$ cat src/rtl/ex_div_pkg.sv
// Shared types and constants for the EX-stage iterative divider.
// The state encoding is 2 bits so HI/LO control logic can decode it cheaply.
package ex_div_pkg;

    typedef enum logic [1:0] {
        DIV_FREE   = 2'b00,
        DIV_BYZERO = 2'b01,
        DIV_ON     = 2'b10,
        DIV_END    = 2'b11
    } div_state_t;

    localparam logic DIV_RESULT_READY     = 1'b1;
    localparam logic DIV_RESULT_NOT_READY = 1'b0;
    localparam logic DIV_START            = 1'b1;
    localparam logic DIV_STOP             = 1'b0;

    // EX must stall while the divider is computing or about to report a zero divisor
    function automatic logic is_busy(input div_state_t s);
        return (s == DIV_BYZERO) || (s == DIV_ON);
    endfunction

endpackage

$ cat src/rtl/ex_div_if.sv
// Handshake bundle between the EX stage (master) and the divider (slave).
interface ex_div_if #(
    parameter int WIDTH = 32
);
    logic                   signed_div_i;
    logic [WIDTH-1:0]       opdata1_i;
    logic [WIDTH-1:0]       opdata2_i;
    logic                   start_i;
    logic                   annul_i;
    logic [2*WIDTH-1:0]     result_o;
    logic                   ready_o;
    logic                   busy_o;
    logic                   divzero_o;

    modport master (
        output signed_div_i, opdata1_i, opdata2_i, start_i, annul_i,
        input  result_o, ready_o, busy_o, divzero_o
    );

    modport slave (
        input  signed_div_i, opdata1_i, opdata2_i, start_i, annul_i,
        output result_o, ready_o, busy_o, divzero_o
    );
endinterface

$ cat src/rtl/ex_div_step.sv
// One restoring-division iteration: trial-subtract the divisor from the
// upper bits of the partial dividend and shift in the next quotient bit.
module ex_div_step #(
    parameter int WIDTH = 32
) (
    input  logic [2*WIDTH:0]   partial,
    input  logic [WIDTH-1:0]   divisor,
    output logic [2*WIDTH:0]   partial_next
);

    logic [WIDTH:0] diff;

    assign diff = partial[2*WIDTH:WIDTH] - {1'b0, divisor};

    // A borrow out of the top bit means the trial subtraction failed: keep the old remainder
    assign partial_next = diff[WIDTH] ? {partial[2*WIDTH-1:0], 1'b0}
                                      : {diff[WIDTH-1:0], partial[WIDTH-1:0], 1'b1};

endmodule

$ cat src/rtl/ex_div.sv
// Multi-cycle restoring divider for DIV/DIVU: magnitudes are divided
// unsigned over WIDTH iterations, then signs are restored on the final cycle.
module ex_div
    import ex_div_pkg::*;
#(
    parameter  int WIDTH = 32,
    localparam int CNT_W = $clog2(WIDTH) + 1
) (
    input  logic        clk,
    input  logic        rst,
    ex_div_if.slave     bus
);

    localparam logic [CNT_W-1:0] CNT_LAST = CNT_W'(WIDTH);

    div_state_t             state_reg, state_next;
    logic [CNT_W-1:0]       cnt_reg, cnt_next;
    logic [2*WIDTH:0]       part_reg, part_next;
    logic [WIDTH-1:0]       divisor_reg, divisor_next;
    logic                   sign1_reg, sign1_next;
    logic                   sign2_reg, sign2_next;
    logic                   signed_reg, signed_next;
    logic [2*WIDTH-1:0]     result_reg, result_next;
    logic                   ready_reg, ready_next;
    logic                   divzero_reg, divzero_next;

    logic [WIDTH-1:0]       abs_dividend, abs_divisor;
    logic [2*WIDTH:0]       step_out;
    logic [WIDTH-1:0]       quot_raw, rem_raw, quot_fix, rem_fix;
    logic                   start_ok;

    assign abs_dividend = (bus.signed_div_i && bus.opdata1_i[WIDTH-1]) ? -bus.opdata1_i
                                                                       : bus.opdata1_i;
    assign abs_divisor  = (bus.signed_div_i && bus.opdata2_i[WIDTH-1]) ? -bus.opdata2_i
                                                                       : bus.opdata2_i;
    assign start_ok     = (bus.start_i == DIV_START) && !bus.annul_i;

    ex_div_step #(.WIDTH(WIDTH)) u_step (
        .partial      (part_reg),
        .divisor      (divisor_reg),
        .partial_next (step_out)
    );

    // Quotient sits in the low half, remainder just above it after the final shift
    assign quot_raw = part_reg[WIDTH-1:0];
    assign rem_raw  = part_reg[2*WIDTH:WIDTH+1];
    assign quot_fix = (signed_reg && (sign1_reg ^ sign2_reg)) ? -quot_raw : quot_raw;
    assign rem_fix  = (signed_reg && sign1_reg) ? -rem_raw : rem_raw;

    always_comb begin
        state_next   = state_reg;
        cnt_next     = cnt_reg;
        part_next    = part_reg;
        divisor_next = divisor_reg;
        sign1_next   = sign1_reg;
        sign2_next   = sign2_reg;
        signed_next  = signed_reg;
        result_next  = result_reg;
        ready_next   = ready_reg;
        divzero_next = divzero_reg;

        case (state_reg)
            DIV_FREE: begin
                result_next  = '0;
                ready_next   = DIV_RESULT_NOT_READY;
                divzero_next = 1'b0;
                if (start_ok) begin
                    if (bus.opdata2_i == '0) begin
                        state_next = DIV_BYZERO;
                    end else begin
                        state_next   = DIV_ON;
                        sign1_next   = bus.opdata1_i[WIDTH-1];
                        sign2_next   = bus.opdata2_i[WIDTH-1];
                        signed_next  = bus.signed_div_i;
                        divisor_next = abs_divisor;
                        cnt_next     = '0;
                        part_next    = {{WIDTH{1'b0}}, abs_dividend, 1'b0};
                    end
                end
            end

            DIV_BYZERO: begin
                state_next   = DIV_END;
                result_next  = '0;
                divzero_next = 1'b1;
                ready_next   = DIV_RESULT_READY;
            end

            DIV_ON: begin
                if (bus.annul_i) begin
                    state_next   = DIV_FREE;
                    result_next  = '0;
                    ready_next   = DIV_RESULT_NOT_READY;
                    divzero_next = 1'b0;
                end else if (cnt_reg != CNT_LAST) begin
                    part_next = step_out;
                    cnt_next  = cnt_reg + CNT_W'(1);
                end else begin
                    state_next   = DIV_END;
                    result_next  = {rem_fix, quot_fix};
                    ready_next   = DIV_RESULT_READY;
                    divzero_next = 1'b0;
                end
            end

            DIV_END: begin
                // Result is held for as long as EX keeps start asserted
                if (bus.start_i == DIV_STOP) begin
                    state_next   = DIV_FREE;
                    result_next  = '0;
                    ready_next   = DIV_RESULT_NOT_READY;
                    divzero_next = 1'b0;
                end
            end

            default: state_next = DIV_FREE;
        endcase
    end

    always_ff @(posedge clk or negedge rst) begin
        if (!rst) begin
            state_reg   <= DIV_FREE;
            cnt_reg     <= '0;
            part_reg    <= '0;
            divisor_reg <= '0;
            sign1_reg   <= 1'b0;
            sign2_reg   <= 1'b0;
            signed_reg  <= 1'b0;
            result_reg  <= '0;
            ready_reg   <= DIV_RESULT_NOT_READY;
            divzero_reg <= 1'b0;
        end else begin
            state_reg   <= state_next;
            cnt_reg     <= cnt_next;
            part_reg    <= part_next;
            divisor_reg <= divisor_next;
            sign1_reg   <= sign1_next;
            sign2_reg   <= sign2_next;
            signed_reg  <= signed_next;
            result_reg  <= result_next;
            ready_reg   <= ready_next;
            divzero_reg <= divzero_next;
        end
    end

    assign bus.result_o  = result_reg;
    assign bus.ready_o   = ready_reg;
    assign bus.divzero_o = divzero_reg;
    assign bus.busy_o    = is_busy(state_reg);

endmodule

$ cat src/flat_wrapper.sv
// flat-port wrapper written by rule: the top's interface ports become plain ports
module ex_div_flat import ex_div_pkg::*;
#(
    parameter  int WIDTH = 32,
    localparam int CNT_W = $clog2(WIDTH) + 1
)
  (clk, rst, bus_signed_div_i, bus_opdata1_i, bus_opdata2_i, bus_start_i, bus_annul_i, bus_result_o, bus_ready_o, bus_busy_o, bus_divzero_o);
  ex_div_if #(.WIDTH(WIDTH)) bus_i ();
  input  logic clk;
  input  logic rst;
  input wire logic [$bits(bus_i.signed_div_i)-1:0] bus_signed_div_i;
  input wire logic [$bits(bus_i.opdata1_i)-1:0] bus_opdata1_i;
  input wire logic [$bits(bus_i.opdata2_i)-1:0] bus_opdata2_i;
  input wire logic [$bits(bus_i.start_i)-1:0] bus_start_i;
  input wire logic [$bits(bus_i.annul_i)-1:0] bus_annul_i;
  output wire logic [$bits(bus_i.result_o)-1:0] bus_result_o;
  output wire logic [$bits(bus_i.ready_o)-1:0] bus_ready_o;
  output wire logic [$bits(bus_i.busy_o)-1:0] bus_busy_o;
  output wire logic [$bits(bus_i.divzero_o)-1:0] bus_divzero_o;
  assign bus_i.signed_div_i = bus_signed_div_i;
  assign bus_i.opdata1_i = bus_opdata1_i;
  assign bus_i.opdata2_i = bus_opdata2_i;
  assign bus_i.start_i = bus_start_i;
  assign bus_i.annul_i = bus_annul_i;
  assign bus_result_o = bus_i.result_o;
  assign bus_ready_o = bus_i.ready_o;
  assign bus_busy_o = bus_i.busy_o;
  assign bus_divzero_o = bus_i.divzero_o;
  ex_div #(.WIDTH(WIDTH)) u_core (.clk(clk), .rst(rst), .bus(bus_i));
endmodule
$ cat config.mk
export PLATFORM = sky130hd
export DESIGN_NAME = ex_div_flat
export DESIGN_NICKNAME = d
export VERILOG_FILES = /design/src/rtl/ex_div_pkg.sv /design/src/rtl/ex_div_if.sv /design/src/rtl/ex_div_step.sv /design/src/rtl/ex_div.sv /design/src/flat_wrapper.sv
export SDC_FILE = /design/constraint.sdc
export NUM_CORES = 1
export LEC_CHECK = 0
export BUFFER_PORTS_ARGS = -buffer_cell sky130_fd_sc_hd__buf_2
export CORE_MARGIN = 4
export CORE_UTILIZATION = 50
export DETAILED_ROUTE_END_ITERATION = 8
export PLACE_DENSITY_LB_ADDON = 0.05
export SETUP_SLACK_MARGIN = 0.1
export SLEW_MARGIN = 25
export SYNTH_ARGS = -nofsm -noshare
export SYNTH_HDL_FRONTEND = slang
export SYNTH_HIERARCHICAL = 1
export SYNTH_SLANG_ARGS = --single-unit
$ cat constraint.sdc
create_clock -name clk -period 4.27 [get_ports clk]
set_input_delay 0.427 -clock clk [delete_from_list [all_inputs] [get_ports clk]]
set_output_delay 0.427 -clock clk [all_outputs]
set_load 0.01 [all_outputs]
Yosys cells after proc, flatten, opt, wreduce, memory -nomap -nowiden --
Index checks and enable logic that the tools add are counted.
Word-level totals: RAM bits 0, bits in read-only memories 0, register bits 174, latch bits 0, word-level logic and storage cells 75, input bits 69, memories 0, output and inout bits 67
Cells by class: $add $sub $neg 6, $mul 0, divide/modulo/power cells 0, multiplexer cells 32, eq/ne operators 10, shift-type cells 0, bitwise operators 2, magnitude comparators 0, reduce and logical (&&, ||, !) cells 15
Operators by type and width (count):
- $mux 65 | 5
- $mux 64 | 3
- $pmux 64 s3 | 1
- $pmux 65 s2 | 1
- $mux 32 | 4
- $neg 32->32 | 4
- $sub 33x32->33 | 1
- $logic_not 32->1 | 1
- $mux 6 | 4
- $pmux 6 s2 | 1
- $mux 2 | 5
- $pmux 1 s4 | 2
- $pmux 2 s4 | 1
- $add 6x1->6 const B | 1
- $ne 2x2->1 const B | 3
- $ne 6x6->1 const B | 1
- $reduce_and 3->1 | 2
- $logic_and 1x1->1 | 5
- $mux 1 | 5
- $reduce_and 5->1 | 1
- $eq 2x2->1 const B | 2
- $ne 2x1->1 const B | 2
- $ne 3x3->1 const B | 1
- $eq 2x1->1 const B | 1
- 8 further kinds | 8

Longest topological paths before layout --
Gate-level depths: netlist of the first run.
word-level depth 6, depth in mapped cells 17, gate-level depth less buffers 15

Hierarchy --
Netlist of the first run, hierarchy kept.
Modules (own cells, without submodules):
- ex_div | area each 9535.4 µm², cells each 1091, instances 1, seq. area each 4354.2 µm²
- ex_div_step | area each 2598.7 µm², cells each 337, instances 1, seq. area each 0.0 µm²

Worst setup path before layout of the first run --
No wires, ideal clock.
path type register -> register, start point reg u_core.part_reg[32], end point reg u_core.part_reg[41], data required time 4.137 ns, arrival time 3.220 ns, setup time 0.133 ns, stages on the path, launching flop included 18, buffers on the path 2, path slack 0.917 ns, clock period less this slack 3.353 ns, cell sequence dfrtp_1 inv_1 ha_1 fa_1 and2b_1 o2111ai_2 a21oi_2 o2111ai_1 a211oi_2 nor2_4 mux2i_4 and2_4 buf_12 inv_8 buf_12 mux2_4 nand2_1 o21ai_0
Between the ends: longest elaborated chain between the ends 5
Ends and longest elaborated chain:
- start, declared | RTL line ex_div.sv:18 | logic [2*WIDTH:0] part_reg, part_next;
- start signal, assigned | RTL line ex_div.sv:135 | part_reg <= part_next;
- $sub 33x32->33 | RTL line ex_div_step.sv:13 | assign diff = partial[2*WIDTH:WIDTH] - {1'b0, divisor};
- $mux 65 | RTL line ex_div_step.sv:16 | assign partial_next = diff[WIDTH] ? {partial[2*WIDTH-1:0], 1'b0}
- net u_core.step_out[41] | RTL line ex_div.sv:28 | logic [2*WIDTH:0] step_out;
- $mux 65 | RTL line ex_div.sv:95 | end else if (cnt_reg != CNT_LAST) begin
- $mux 65 | RTL line ex_div.sv:90 | if (bus.annul_i) begin
- $pmux 65 s2 | RTL line ex_div.sv:62 | case (state_reg)
The timed path passes the listed nets, and every way through them passes these cells. The select of a mux whose other input is x is not followed. A chain may end at the register's enable or synchronous reset.

Worst setup path after layout of the first run --
Ends and elaborated chain as after synthesis.

==> flow_metrics.py, run 1 <==
metrics = {
    "run_status": {
        "outcome": "completed",
    },
    "clocking": {
        "postCtsHoldBufs": 0,
        "clkTransAtPathRegs_ns": 0.08,
        "postCtsSetupRepairBufs": 0,
        "cts-root-buf": "clkbuf_16",
        "clk_latency_ns": 0.43,
        "numCtsBuffers": 17,
        "cts_sinks": 174,
        "cts_resized": 0,
        "cts_buffer_depth": 2,
        "cts_tree": "built",
        "htree_levels": 4,
    },
    "setup_path": {
        "crit_arrival_ns": 3.94,
        "cp_slowest_stage_delay_ns": 0.40,
        "crit_family": "compound AO/OA/AOI/OAI gates",
        "crit_path_start_kind": "flop",
        "critPathBufInv": 2,
        "path_cells": "inv_1 -> ha_1 -> fa_1 -> and2b_1 -> o2111ai_2 -> a21oi_2 -> o2111ai_1 -> a211oi_2 -> nor2_4 -> mux2i_4 -> and2_4 -> inv_8 -> mux2_4 -> nand2_1 -> o21ai_0",
        "path_class": "reg2reg",
        "slowest_stage": "fa_1",
        "cp.required_ns": 4.56,
        "end_kind": "flop",
        "crit_fanout": 24,
    },
    "synth": {
        "synth_edf_count": 0,
        "yosysWarnings": 6,
        "synth_area_per_cell_sq_um": 8.50,
        "synth_area_sq_um": 12100,
        "synth-seq-cells": 174,
        "ys_seq_area_frac": 0.359,
        "synth_nets": 1541,
        "synth-async-reset-ratio": 1.00,
        "synth_flop_cell": "dfrtp_1",
        "synth_cells": 1428,
        "yosysUniqueCellTypes": 82,
    },
    "final_layout": {
        "antenna_cells": 0,
        "fillerInstances": 2299,
        "syn_to_final_growth_pct": 10.1,
        "nets": 1608,
        "drive_above_1_share": 0.158,
        "largest_register_ffs": 65,
    },
    "pwr": {
        "power.leakage_nw": 6.12,
        "power_frac_seq": 0.343,
        "clkPwrFrac": 0.222,
        "power_switching_mw": 3.19,
        "swShare": 0.445,
        "finalPower_mw": 7.18,
        "power.internal_mw": 3.98,
        "pwr-share-comb": 0.435,
        "power_density_nw_per_um2": 537,
        "ir_drop_v": 0.000496,
    },
    "global_routing": {
        "grt_max_degree": 129,
        "top_usage_layer": "met1",
        "grt_pass1_wl_um": 49800,
        "grtUsageMet3": 0.0276,
        "grt_overflow": 0,
        "first_global_vias": 9383,
        "grt_use_met1": 0.376,
        "antenna_found_initial": 1,
        "grtUsageMet2": 0.320,
        "grt_usage": 0.230,
    },
    "sta": {
        "fin_crit_sh": 0.856,
        "finClkSkew_ns": 0.0137,
        "timing_hold_violations_final": 0,
        "min_period_ns": 3.66,
        "slew_viol_final": 0,
        "rsz0062_at_grt": "false",
        "tightest_slew_ns": 0.828,
        "relSlewSlack": 0.443,
        "max_freq_mhz": 273,
        "setup_viol": 0,
        "fin_tns_setup_ns": 0,
    },
    "floorplan": {
        "core_region_area_sq_um": 23700,
        "rows": 56,
        "initial_core_util": 0.512,
        "dieWidth_um": 164,
        "io_pins": 136,
        "die_h_um": 164,
        "die_area_sq_um": 26800,
    },
    "placement": {
        "port_buffers": 135,
        "gp_congestion": 0.942,
        "dp_hpwl_um": 23200,
    },
    "detailed_routing": {
        "vias": 10163,
        "wirelength_um": 30700,
        "wl_per_cell_um": 16.8,
        "drcViolationCount": 0,
        "ant_nets": 0,
        "drtIter0Drc": 760,
        "first_pass_iters": 4,
        "detail_route.vias_per_cell": 5.56,
    },
    "hold_path": {
        "worst_hold_path_type": "in2async",
    },
    "flow_run": {
        "drv_cap": 0,
    },
}
==> worst paths after layout <==
path / from / end / slack, ns / cells past startpoint
min reg2reg: u_core/bus.result_o[60] / u_core/bus.result_o[60] / 0.47 / 2
max reg2reg: u_core/part_reg[32] / u_core/part_reg[41] / 0.61 / 15
min in group clk: bus_opdata1_i[31] / u_core/sign1_reg / 0.29 / 2
min: rst / u_core/bus.result_o[21] / 0.06 / 1
max in group asynchronous: rst / u_core/divisor_reg[12] / 3.25 / 2
max: u_core/part_reg[32] / u_core/part_reg[41] / 0.61 / 15
==> power by group through the flow <==
stage | logic, mW | clock network [mW] | registers, mW
after floorplan | 2.56 | 0 | 2.32
after global placement | 3.08 | 0 | 2.45
after detailed placement | 3.10 | 0 | 2.48
after CTS | 3.11 | 1.63 | 2.45
after global routing | 3.51 | 1.71 | 2.51
final | 3.12 | 1.60 | 2.46
==> worst reg2reg max path: stages (launching register included) <==
cell and delay (ns):
dfrtp_1 0.39, inv_1 0.06, ha_1 0.22, fa_1 0.40
and2b_1 0.25, o2111ai_2 0.14, a21oi_2 0.21, o2111ai_1 0.18
a211oi_2 0.36, nor2_4 0.11, mux2i_4 0.32, and2_4 0.30
inv_8 0.11, mux2_4 0.33, nand2_1 0.06, o21ai_0 0.08
==> final cells by class <==
class                      count  area [sq um]  area share
timing repair buffer         146           777      0.0582
multi-input combinational   1102          7010       0.525
tap                          319           399      0.0299
inverter                      54           210      0.0157
clock inverter                15           185      0.0139
clock buffer                  17           425      0.0318
sequential                   174          4350       0.326
==> logic make-up after synthesis <==
| logic type | after synthesis | synth area share |
|---|---|---|
| flip-flops | 174 | 0.359 |
| buffers and inverters | 152 | 0.0671 |
| AO/OA/AOI/OAI | 387 | 0.189 |
| multiplexers | 57 | 0.0575 |
| XOR/XNOR | 141 | 0.102 |
| AND/OR/NAND/NOR | 473 | 0.180 |
| adder cells (fa/ha/maj) | 44 | 0.0460 |
==> placed cells by master, fill, tap and decap left out, drive strengths merged, types with 25 or more instances in the layout <==
cell   count
ha        43
nand2    206
xnor2     78
nand3     32
inv       60
a21oi     98
nor2     103
dfrtp    174
o21ai    170
buf      146
xor2      63
mux2i     25
mux2      32
nor3      28
o31ai     25
==> synth_stat cells, types with 25 or more instances <==
cell / instances / area [sq um]
inv_1: 52 / 195
nand2_1: 206 / 773
a21oi_1: 96 / 480
nor2_1: 102 / 383
o21ai_0: 165 / 826
xnor2_1: 78 / 683
dfrtp_1: 174 / 4350
xor2_1: 63 / 552
clkbuf_1: 42 / 158
nor3_1: 28 / 140
o31ai_1: 25 / 188
ha_1: 43 / 538
buf_4: 40 / 300
nand3_1: 32 / 160
==> stage by stage <==
step           cells  setup slack [ns]  area (sq um)   util  hold slack [ns]
5_1_grt         1827             0.385         13400  0.564            0.115
2_1_floorplan   1428             0.917         12100      -            0.131
3_3_place_gp    1795             0.695         12800  0.538            0.455
6_report        1827             0.613         13400  0.564           0.0619
4_1_cts         1827             0.632         13400  0.564           0.0874
3_5_place_dp    1795             0.651         12800  0.538            0.465
==> routing by layer <==
layer / vias up / routed length [um] / part of all wire
li1: 5117 / - / -
met1: 4746 / 16300 / 0.53
met2: 267 / 12300 / 0.40
met3: 31 / 1680 / 0.055
met4: 2 / 380 / 0.012
met5: - / 13 / 0.00042
No activity file was read; power rests on OpenSTA's default activity.
==> run 2: changes to the inputs <==
- ABC_CLOCK_PERIOD_IN_PS: unset -> 4270
- CORE_UTILIZATION: 50 -> 55
- GPL_ROUTABILITY_DRIVEN: unset -> 1
==> run 2 against run 1 <==
- the run now ends with hold timing left
- die area fell by 8.7%
- utilization rose by 4.7 points
- sequential share of layout area rose by 0.14 points
- count of clock-buffer cells in the layout did not move
==> flow_metrics.py, run 2 (synthesized netlist as in run 1, its figures left out) <==
metrics = {
    "run_status": {
        "violations": "hold timing",
        "outcome": "finished, violations left",
    },
    "sta": {
        "timing_hold_violations_final": 1,
        "rsz0062_at_grt": "false",
        "setup_ws_ns": 0.716,
        "slew_viol_final": 0,
        "finClkSkew_ns": 0.0157,
        "timing.hold.ws_ns": -0.00155,
        "max_freq_mhz": 281,
        "min_period_ns": 3.55,
        "setup_viol": 0,
        "fin_tns_setup_ns": 0,
        "tightest_slew_ns": 0.829,
        "fin_crit_sh": 0.832,
        "relSlewSlack": 0.442,
    },
    "setup_path": {
        "critPathBufInv": 2,
        "path_class": "reg2reg",
        "crit_family": "compound AO/OA/AOI/OAI gates",
        "end_kind": "flop",
        "worstRegToRegCells": 15,
        "slowest_stage": "fa_1",
        "r2r_start": "u_core/part_reg[32]",
        "crit_arrival_ns": 3.84,
        "crit_path_start_kind": "flop",
        "crit_fanout": 24,
        "rrSetupSlack_ns": 0.72,
        "cp.required_ns": 4.56,
        "cp_slowest_stage_delay_ns": 0.40,
        "worstReg2RegEnd": "u_core/part_reg[43]",
        "path_cells": "inv_1 -> ha_1 -> fa_1 -> and2b_1 -> o2111ai_2 -> a21oi_2 -> o2111ai_1 -> a211oi_2 -> nor2_4 -> mux2i_4 -> and2_4 -> inv_8 -> mux2_4 -> nand2_1 -> o21ai_0",
    },
    "hold_path": {
        "worst_hold_path_type": "in2async",
    },
    "final_layout": {
        "mostFrequentLayoutCell": "nand2_1",
        "layout_common_cells": "nand2_1 (206), dfrtp_1 (174), o21ai_0 (165)",
        "register_area_sq_um": 4350,
        "syn_to_final_growth_pct": 9.64,
        "fillerInstances": 1972,
        "drive_above_1_share": 0.158,
        "antenna_cells": 0,
        "fin_cells": 1787,
        "largest_register_ffs": 65,
        "nets": 1607,
        "multi_input_area_sq_um": 7010,
    },
    "detailed_routing": {
        "detail_route.vias_per_cell": 5.73,
        "vias": 10241,
        "drtIter0Drc": 910,
        "wl_per_cell_um": 17.1,
        "drcViolationCount": 0,
        "first_pass_iters": 5,
        "ant_nets": 0,
        "wirelength_um": 30600,
    },
    "clocking": {
        "htree_levels": 4,
        "cts_buffer_depth": 2,
        "cts_resized": 0,
        "postCtsSetupRepairBufs": 0,
        "clk_latency_ns": 0.44,
        "numCtsBuffers": 17,
        "cts_tree": "built",
        "postCtsHoldBufs": 0,
        "clkTransAtPathRegs_ns": 0.08,
        "cts_sinks": 174,
        "cts-root-buf": "clkbuf_16",
    },
    "placement": {
        "dp_hpwl_um": 23000,
        "port_buffers": 135,
        "pre_cts_slack_ns": 0.714,
        "dp_cells": 1755,
        "gp_congestion": 0.965,
    },
    "floorplan": {
        "io_pins": 136,
        "dieWidth_um": 157,
        "core_region_area_sq_um": 21800,
        "die_area_sq_um": 24500,
        "rows": 54,
        "initial_core_util": 0.558,
        "die_h_um": 157,
    },
    "flow_run": {
        "drv_cap": 0,
    },
    "global_routing": {
        "first_global_vias": 9317,
        "grt_usage": 0.250,
        "grt_overflow": 0,
        "grt_pass1_wl_um": 49700,
        "antenna_found_initial": 0,
        "grt_max_degree": 129,
    },
    "pwr": {
        "power.leakage_nw": 6.11,
        "power_density_nw_per_um2": 534,
        "ir_drop_v": 0.000697,
        "finalPower_mw": 7.11,
    },
}
[run 2: power by group]
part	switching, mW	total, mW	internal, mW	leakage (nW)
sequential	0.440	2.45	2.01	2.27
clock	0.772	1.56	0.792	0.289
combinational	1.92	3.09	1.17	3.55
[run 2: worst max path at each step]
| stage | startpoint | end | slack, ns | cells past startpoint |
|---|---|---|---|---|
| 6_report | u_core/part_reg[32] | u_core/part_reg[43] | 0.72 | 15 |
| 5_1_grt | u_core/part_reg[33] | u_core/part_reg[56] | 0.43 | 14 |
| 4_1_cts | u_core/part_reg[32] | u_core/part_reg[57] | 0.71 | 15 |
| 3_5_place_dp | u_core/part_reg[32] | u_core/part_reg[57] | 0.71 | 15 |
| 3_3_place_gp | u_core/part_reg[32] | u_core/part_reg[40] | 0.79 | 15 |
| 2_1_floorplan | u_core/part_reg[32] | u_core/part_reg[41] | 0.92 | 17 |
[run 2: cell type report]
type / count / area share
multi-input cells: 1102 / 0.527
flip-flops and latches: 174 / 0.327
repair buffers: 145 / 0.0588
clock buffers: 17 / 0.0320
well taps: 280 / 0.0263
inverters: 54 / 0.0158
clock inverters: 15 / 0.0129
[run 2: layer usage]
metal	track usage	wire length, um	vias to the layer above
met5	0	0	-
met4	0.0405	189	0
met3	0.0448	2270	15
met2	0.345	12600	299
met1	0.410	15500	4789
li1	-	-	5138
[run 2: stage by stage]
step / utilization / instance area (sq um) / hold slack, ns
6_report: 0.612 / 13300 / -0.00155
5_1_grt: 0.612 / 13300 / 0.0569
4_1_cts: 0.612 / 13300 / 0.0394
3_5_place_dp: 0.584 / 12700 / 0.464
3_3_place_gp: 0.584 / 12700 / 0.457
2_1_floorplan: - / 12100 / 0.131
==> run 3: changes to the inputs <==
- ABC_CLOCK_PERIOD_IN_PS: 4270 -> 3500
- clock period: 4.27 -> 3.5 ns (I/O delays scaled with it)
==> run 3 against run 2 <==
- final cell count grew 2.0%
- sequential power grew 21%
- register-to-register slack lost 0.50 ns
- critical endpoint is now u_core/part_reg[36]
- the run still ends with hold timing left
- hold slack lost 0.014 ns
- global-route usage grew 0.40 points
==> flow_metrics.py, run 3 (synthesized netlist as in run 1, its figures left out) <==
metrics = {
    "clocking": {
        "postCtsHoldBufs": 0,
        "htree_levels": 4,
        "cts_tree": "built",
        "cts-root-buf": "clkbuf_16",
        "cts_buffer_depth": 2,
        "clkTransAtPathRegs_ns": 0.08,
        "clk_latency_ns": 0.44,
        "numCtsBuffers": 17,
        "cts_sinks": 174,
    },
    "setup_path": {
        "cp.required_ns": 3.79,
        "worstRegToRegCells": 14,
        "path_class": "reg2reg",
        "crit_start": "u_core/divisor_reg[0]",
        "r2r_start": "u_core/divisor_reg[0]",
        "crit_path_start_kind": "flop",
        "critPathBufInv": 1,
        "cp_slowest_stage_delay_ns": 0.39,
        "crit_fanout": 12,
        "end_kind": "flop",
        "slowest_stage": "dfrtp_1",
        "crit_cells": 14,
        "path_cells": "ha_2 -> fa_2 -> and2b_1 -> o2111ai_2 -> a21oi_2 -> o2111ai_2 -> a211oi_2 -> nor2_4 -> mux2i_4 -> and2_4 -> inv_12 -> mux2_2 -> nand2_1 -> o21ai_0",
        "crit_family": "compound AO/OA/AOI/OAI gates",
        "crit_arrival_ns": 3.58,
        "path_common_cell": "o2111ai_2",
    },
    "global_routing": {
        "first_global_vias": 9398,
        "grt_overflow": 0,
        "grt_usage": 0.254,
        "antenna_found_initial": 1,
        "grt_pass1_wl_um": 50100,
        "grt_max_degree": 103,
    },
    "floorplan": {
        "rows": 54,
        "initial_core_util": 0.558,
        "die_area_sq_um": 24500,
        "dieWidth_um": 157,
        "core_region_area_sq_um": 21800,
        "die_h_um": 157,
        "io_pins": 136,
    },
    "detailed_routing": {
        "detail_route.vias_per_cell": 5.78,
        "wl_per_cell_um": 17.1,
        "vias": 10539,
        "drcViolationCount": 0,
        "ant_nets": 0,
        "wirelength_um": 31200,
        "first_pass_iters": 5,
        "drtIter0Drc": 985,
    },
    "sta": {
        "min_period_ns": 3.29,
        "fin_tns_setup_ns": 0,
        "timing_hold_violations_final": 11,
        "max_freq_mhz": 304,
        "relSlewSlack": 0.323,
        "tightest_slew_ns": 1.01,
        "finClkSkew_ns": 0.0165,
        "setup_viol": 0,
        "slew_viol_final": 0,
        "timing.hold.ws_ns": -0.0152,
        "fin_crit_sh": 0.939,
        "rsz0062_at_grt": "true",
    },
    "final_layout": {
        "antenna_cells": 0,
        "largest_register_ffs": 65,
        "drive_above_1_share": 0.180,
        "fin_util": 0.627,
        "layout_common_cells": "nand2_1 (206), dfrtp_1 (174), o21ai_0 (165)",
        "nets": 1643,
        "fin_cells": 1823,
        "mostFrequentLayoutCell": "nand2_1",
        "syn_to_final_growth_pct": 12.4,
    },
    "placement": {
        "dp_hpwl_um": 23300,
        "gp_congestion": 0.986,
        "port_buffers": 135,
        "dp_cells": 1784,
    },
    "run_status": {
        "outcome": "finished, violations left",
        "violations": "hold timing",
    },
    "flow_run": {
        "drv_cap": 0,
    },
    "pwr": {
        "power_density_nw_per_um2": 650,
        "ir_drop_v": 0.000559,
        "power.leakage_nw": 6.31,
    },
    "hold_path": {
        "worst_hold_path_type": "in2async",
    },
}
## run 3: path summary, 6_finish.rpt
kind / slack (ns) / end
setup / recovery: 0.21 / u_core/part_reg[36]
hold / removal: -0.02 / u_core/bus.result_o[12]
setup reg to reg: 0.21 / u_core/part_reg[36]
hold reg to reg: 0.47 / u_core/bus.result_o[43]
max in group asynchronous: 2.76 / u_core/divisor_reg[24]
min in group clk: 0.21 / u_core/divisor_reg[19]
## run 3: final cells by class
class | instances | area, sq um
fillers | 2000 | 8110
multi-input cells | 1103 | 7030
flip-flops and latches | 174 | 4350
repair buffers | 178 | 1050
clock buffers | 18 | 439
well taps | 280 | 350
inverters | 54 | 215
clock inverters | 14 | 173
repair inverters | 2 | 25.0
## run 3: metrics by stage
stage	hold WS, ns	cell area (sq um)	setup slack (ns)	total power, mW
floorplan	0.0544	12100	0.147	5.95
global placement	0.457	12900	0.0988	6.78
detailed placement	0.465	12900	0.0210	6.86
CTS	0.00127	13600	0.111	8.83
global route	0.0370	13600	0.0554	9.53
finish	-0.0152	13600	0.214	8.88
## run 3: what timing repair did
action	CTS	global route
setup endpoints to repair	23	24
cloned	1	2
resized for setup	1	6
pin swaps	1	5
endpoints found under the hold margin	0	0
setup buffers	0	4
## run 3: power breakdown
| part | switching (mW) | internal (mW) |
|---|---|---|
| Combinational | 2.43 | 1.51 |
| Clock | 0.924 | 1.04 |
| Sequential | 0.507 | 2.46 |
## run 3: layer usage
layer,track usage,vias up,share of wire,wire length [um]
met3,0.0362,26,0.078,2430
li1,-,5190,-,-
met5,0,-,0,0
met2,0.353,377,0.41,12800
met1,0.415,4946,0.50,15600
met4,0.0545,0,0.011,356
